### src/rtl/fpro_mmio_ctrl.sv
// fpro_mmio_ctrl: FPro MMIO slot decoder with a 2-cycle registered read path.
// Define FPRO_MMIO_ERR_LOG_EN to add the error-log slot at index 63.
module fpro_mmio_ctrl #(
    parameter int          NUM_SLOTS   = 16,
    parameter logic [31:0] RD_IDLE_VAL = 32'h0000_0000
) (
    input  logic                    clk,
    input  logic                    reset,
    input  logic                    fp_mmio_cs,
    input  logic                    fp_wr,
    input  logic                    fp_rd,
    input  logic [20:0]             fp_addr,
    input  logic [31:0]             fp_wr_data,
    output logic [31:0]             fp_rd_data,
    output logic [NUM_SLOTS-1:0]    slot_cs,
    output logic                    slot_wr,
    output logic                    slot_rd,
    output logic [4:0]              slot_reg_addr,
    output logic [31:0]             slot_wr_data,
    input  logic [32*NUM_SLOTS-1:0] slot_rd_data
);
    logic       req, in_range, ok, is_log, err, rd_only;
    logic [5:0] slot;
    logic       cap_v, cap_ok;
    logic [5:0] cap_slot;
    logic [31:0] slot_word, rd_word;

    assign slot     = fp_addr[10:5];
    assign req      = fp_mmio_cs & (fp_wr | fp_rd);
    assign in_range = fp_addr[20:11] == 10'd0;
    assign ok       = in_range && 32'(slot) < NUM_SLOTS;
    assign rd_only  = fp_rd & ~fp_wr;
    // A simultaneous write+read still strobes the write but is logged as an error.
    assign err      = req & ~is_log & (~ok | (fp_wr & fp_rd));

    always_ff @(posedge clk or posedge reset) begin
        if (reset) begin
            slot_cs       <= '0;
            slot_wr       <= 1'b0;
            slot_rd       <= 1'b0;
            slot_reg_addr <= '0;
            slot_wr_data  <= '0;
            cap_v         <= 1'b0;
            cap_ok        <= 1'b0;
            cap_slot      <= '0;
            fp_rd_data    <= '0;
        end else begin
            slot_cs  <= (req && ok) ? NUM_SLOTS'(1) << slot : '0;
            slot_wr  <= req & ok & fp_wr;
            slot_rd  <= req & ok & rd_only;
            cap_v    <= req & rd_only;
            cap_ok   <= ok;
            cap_slot <= slot;
            if (req) begin
                slot_reg_addr <= fp_addr[4:0];
                slot_wr_data  <= fp_wr_data;
            end
            if (cap_v)
                fp_rd_data <= rd_word;
        end
    end

    always_comb begin
        slot_word = RD_IDLE_VAL;
        for (int k = 0; k < NUM_SLOTS; k++)
            if (cap_ok && cap_slot == 6'(k))
                slot_word = slot_rd_data[32*k +: 32];
    end

`ifdef FPRO_MMIO_ERR_LOG_EN
    logic        sticky_err, cap_log;
    logic [15:0] err_count;
    logic [20:0] first_err_addr;
    logic [4:0]  cap_reg;
    logic [31:0] log_word;

    assign is_log = in_range && slot == 6'd63;

    always_ff @(posedge clk or posedge reset) begin
        if (reset) begin
            sticky_err     <= 1'b0;
            err_count      <= '0;
            first_err_addr <= '0;
            cap_log        <= 1'b0;
            cap_reg        <= '0;
        end else begin
            cap_log <= is_log;
            cap_reg <= fp_addr[4:0];
            if (req && is_log && fp_wr && fp_addr[4:0] == 5'd0) begin
                sticky_err     <= 1'b0;
                err_count      <= '0;
                first_err_addr <= '0;
            end else if (err) begin
                sticky_err <= 1'b1;
                if (err_count != 16'hFFFF)
                    err_count <= err_count + 16'd1;
                if (!sticky_err)
                    first_err_addr <= fp_addr;
            end
        end
    end

    assign log_word = cap_reg == 5'd0 ? {sticky_err, 15'b0, err_count} :
                      cap_reg == 5'd1 ? {11'b0, first_err_addr} : 32'h0;
    assign rd_word  = cap_log ? log_word : slot_word;
`else
    assign is_log  = 1'b0;
    assign rd_word = slot_word;
`endif
endmodule
### config.mk
export PLATFORM = sky130hd
export DESIGN_NAME = fpro_mmio_ctrl
export DESIGN_NICKNAME = d
export VERILOG_FILES = /design/src/rtl/fpro_mmio_ctrl.sv
export SDC_FILE = /design/constraint.sdc
export NUM_CORES = 1
export LEC_CHECK = 0
export ABC_AREA = 1
export BUFFER_PORTS_ARGS = -buffer_cell sky130_fd_sc_hd__buf_2
export CAP_MARGIN = 30
export CORE_AREA = 2 2 254 256
export CTS_CLUSTER_SIZE = 10
export DETAILED_ROUTE_END_ITERATION = 10
export DIE_AREA = 0 0 256 258
export GPL_ROUTABILITY_DRIVEN = 0
export PLACE_DENSITY_LB_ADDON = 0.15
export SYNTH_ARGS = -nofsm -noshare
export SYNTH_HDL_FRONTEND = slang
export SYNTH_SLANG_ARGS = --single-unit
### constraint.sdc
create_clock -name clk -period 3.5 [get_ports clk]
set_clock_uncertainty 0.15 [all_clocks]
set_input_delay 0.175 -clock clk [delete_from_list [all_inputs] [get_ports clk]]
set_output_delay 0.175 -clock clk [all_outputs]
set_load 0.01 [all_outputs]
---- Yosys cells after proc, flatten, opt, wreduce, memory -nomap -nowiden ----
Index checks and enable logic that the tools add are counted.
storage, ports and cells
  output and inout bits ................... 87
  word-level logic and storage cells ...... 71
  input bits .............................. 570
  flip-flop bits (word level) ............. 95
operators by class
  eq/ne operators ......................... 15
  multiplexer cells ....................... 17
  shifts and indexed selects .............. 1
  bitwise operators ....................... 8
  order comparisons ....................... 1
  reduce and logical (&&, ||, !) cells .... 20
operators by type and width
  cell                                                 number
  two-way mux 32 bit                                   16
  == test 6 x 4 -> 1 bit (second input constant)       8
  == test 6 x 3 -> 1 bit (second input constant)       4
  logical AND 1 bit                                    18
  two-way mux 16 bit                                   1
  left shift 1 x 6 -> 16 bit (first input constant)    1
  == test 6 x 2 -> 1 bit (second input constant)       2
  zero test 10 bit                                     1
  bitwise AND 1 bit                                    6
  == test 6 x 1 -> 1 bit (second input constant)       1
  zero test 6 bit                                      1
  < comparator 6 x 5 -> 1 bit (second input constant)  1
  NOT 1 bit                                            1
  OR 1 bit                                             1

---- Longest topological paths before layout ----
  depth in word-level cells ............... 18
  depth in mapped cells ................... 17
  mapped depth without buffers ............ 17

---- Worst setup path after synthesis ----
Ideal clock, no wire load.
  kind .................................... flip-flop to flip-flop
  start point ............................. register cap_slot[5]
  end point ............................... register fp_rd_data[15]
  arrival time ............................ 1.808 ns
  cell stages (with the launch flop) ...... 14
  clock period less this slack ............ 2.075 ns
  setup time .............................. 0.116 ns
  path buffers ............................ 2
  data required time ...................... 3.234 ns
  path slack .............................. 1.425 ns
  path through ............................ dfrtp_1 nor2_4 nand2_4 nor2_8 nand2_2 buf_6 buf_6 or2_0 nand2_1 nand4_1 nor3_2 nand4_1 nand2_1 nand2_1
on the way
  cells in the longest elaborated chain, start to end .. 18
  elaborated cells between the ends (all ways) .. 48
  those cells by class .................... eq/ne (15); mux (16); reduce/logical (17)
ends and longest elaborated chain
  what                              RTL line  RTL
  from (decl)                       25        logic [5:0] cap_slot;
  from (signal assigned)            53        cap_slot <= slot;
  zero test 6 bit                   66        if (cap_ok && cap_slot == 6'(k))
  logical AND 1 bit                 66
  two-way mux 32 bit (15 in a row)  66
  two-way mux 32 bit *              66
  to (signal assigned)              59        fp_rd_data <= rd_word;
  to (decl)                         14        output logic [31:0] fp_rd_data,
Mark *: on every way between the ends. The rest lies on a longest branch, timed or not.
A chain may end at the register's enable or synchronous reset.

---- Final worst setup path ----
  start point ............................. register cap_slot[3]
  end point ............................... register fp_rd_data[20]
Same word-level chain as after synthesis.

==> results_dict.tcl <==
set metrics [dict create \
    status "finished clean" \
    crit_type "reg -> reg" \
    drtAntennaViolNets 0 \
    relSlewSlack 0.567 \
    clk_latency_ps 390 \
    worstPathRequired_ps 3670 \
    place_hpwl_mm 51.0 \
    cts_tree "built" \
    seq_area_um2 2380 \
    crit_family "simple AND/OR/NAND/NOR gates" \
    synthTopCellsByArea "dfrtp_1 (29%), nand2_1 (27%), nand4_1 (8.3%)" \
    synth_top_area_frac 0.292 \
    synth-main-ff-cell "dfrtp_1" \
    fmax_mhz 305 \
    hold_path_class "in -> reg" \
    final_cell_area_um2 14100 \
    synth_top_cell_by_area "dfrtp_1" \
    powerDensity_nw_per_um2 213 \
    die_area_um2 66000 \
    multi_input_area_um2 4830 \
    p_leak_nw 7.84 \
    synth_nets 1975 \
    num_rows 93 \
    async_flop_share 1.00 \
    die_y_um 258 \
    first_global_vias 12000 \
    drive_above_1_share 0.361 \
    drt_pass1_iterations 6 \
    grt-ovfl-total 0 \
    crit_path_end_kind "flip-flop" \
    ir_drop_v 0.000227 \
    wl_per_cell_um 19.9 \
    ys_warn_count 0 \
    hold_depth 5 \
    cp-start-kind "flip-flop" \
    netlist_instances 1405 \
    min_period_ps 3280 \
    nNetsFinal 2736 \
    io_pins 657 \
    cpMostUsedCell "nand2_1" \
    final.setup.tns_ps 0 \
    critPathSlowestCell "dlygate4sd3_1" \
    synth_seq_cells 95 \
    tightest_slew_ps 645 \
    placed_area_um2 12600 \
    vias_per_cell 3.98 \
    numPortBuffers 656 \
    synth_common_cells "nand2_1 (583), inv_1 (177), nor2_1 (145)" \
    worst-path-buf-inv 3 \
    hold_violations 0 \
    start_util 0.128 \
    cts_sinks 95 \
    finalWirelength_mm 60.4 \
    grt_max_degree 49 \
    maxCapViolations 0 \
    area_growth_pct 73.7 \
    min_period_over_period 0.938 \
    critPathMaxStageDelay_ps 560 \
    worstPathMaxFanout 32 \
    dp.cells 2888 \
    fillCellCount 7455 \
    syn-mean-instance-area_um2 5.79 \
    die_w_um 256 \
    drc 0 \
    core-area_um2 63600 \
    grt_antenna_before_repair 26 \
    cp.arrival_ps 3450 \
    path_depth 18 \
    cts_buffers 9 \
    finalNonFillerCells 3036 \
    drv_slew 0 \
    yosysSeqAreaShare 0.292 \
    grt_usage 0.176 \
    setup_violations 0 \
    vias 12100 \
    grt_pass1_wl_mm 84.3 \
    max-clock-path-buffers 2 \
    drtIter0Drc 815 \
    syn_area_um2 8140 \
    h-tree-depth 3 \
    synth_cell_types 32 \
    cp_cell_sequence "nor2_1, buf_4, nand2_1, nor2_2, buf_4, nand2_1, nand3_1, nor2_1, nand3_1, nand2_1, nand3_1, nand2_1, nand4_1, nand2_1, nand3_1, dlygate4sd3_1, nand2_1, nand2_1" \
    clk_root_buffer_cell "clkbuf_16" \
    synth_edf_count 0 \
    p_total_mw 3.01 \
    synth.most_common_cell "nand2_1" \
    path_clk_slew_ps 80 \
    post-route-util 0.222 \
    rr_worst_depth 18 \
]
==> stage by stage <==
stage / hold WS (ps) / setup slack, ps
floorplan: 56.4 / 698
global placement: 205 / 237
detailed placement: 68.7 / 212
CTS: 1.45 / 60.0
global route: 21.5 / -19.9
finish: 17.7 / 218
==> path summary, 6_finish.rpt <==
check	startpoint	endpoint	slack (ps)
worst max-delay path	cap_slot[3]	fp_rd_data[20]	220
worst min register to register	slot_wr_data[4]	slot_wr_data[4]	320
worst max register to register	cap_slot[3]	fp_rd_data[20]	220
min in group asynchronous	reset	fp_rd_data[25]	200
worst min-delay path	slot_rd_data[427]	fp_rd_data[11]	20
max in group asynchronous	reset	slot_wr_data[22]	2110
==> cell usage in the layout (no fill, tap or decap), types with 3 or more instances in the layout <==
| cell type | instances |
|---|---|
| nand2_1 | 583 |
| clkbuf_16 | 9 |
| dlygate4sd3_1 | 113 |
| or2_2 | 20 |
| diode_2 | 10 |
| clkinvlp_4 | 3 |
| nand3_1 | 50 |
| o21ai_1 | 9 |
| or2_0 | 21 |
| dfrtp_1 | 94 |
| a21oi_1 | 39 |
| inv_1 | 175 |
| buf_2 | 656 |
| o21ai_0 | 35 |
| o211ai_1 | 3 |
| nor3_2 | 13 |
| inv_2 | 8 |
| or2_1 | 8 |
| nor3_1 | 3 |
| nor2_1 | 141 |
| buf_12 | 3 |
| nand4_1 | 108 |
| nor2_4 | 7 |
| nand2_2 | 4 |
| buf_4 | 38 |
| nor2_2 | 5 |
==> area by class of cell <==
class                           count  area share
Tap cell                          855      0.0757
Antenna cell                       10     0.00177
Timing Repair Buffer              813       0.342
Clock buffer                       10      0.0162
Sequential cell                    95       0.168
Multi-Input combinational cell   1062       0.341
Clock inverter                      6     0.00540
Inverter                          185      0.0496
==> routing by layer <==
metal	wire length (um)	vias up	part of all wire	global-route usage
met5	179	-	0.0030	0
met4	991	28	0.016	0.0393
met3	4120	69	0.068	0.0467
met2	29300	489	0.49	0.302
met1	25800	5610	0.43	0.219
li1	-	5902	-	-
==> kinds of logic after synthesis <==
group                  share of synthesized area
buffers and inverters                      0.121
and+or+nand+nor                            0.533
DFF                                        0.292
AOI/OAI and AO/OA                         0.0538
==> worst register-to-register path: cells and delay by family, from the launching register on <==
family | cells | cell delay (ps)
flops | 1 | 440
buf+inv | 3 | 1210
simple gates | 15 | 1430
==> timing repair <==
action                                  CTS  global route
endpoints found under the hold margin   114             0
gates resized for setup                   0             4
hold buffers                            113             0
buffers inserted                          0             9
endpoints found under the setup margin    0            10
==> flip-flops by register name, summed over array words and instances, names as in the netlist <==
signal and flops:
slot_wr 1, slot_rd 1, slot_reg_addr 5, slot_cs 16, slot_wr_data 32, fp_rd_data 32
cap_v 1, cap_ok 1, cap_slot 6
==> power by group <==
group          total (mW)  internal [mW]  switching [mW]
sequential           1.19           1.15          0.0354
combinational       0.725          0.384           0.341
clock                1.10          0.568           0.531
Note: power is estimated with default switching activity, not from simulation.
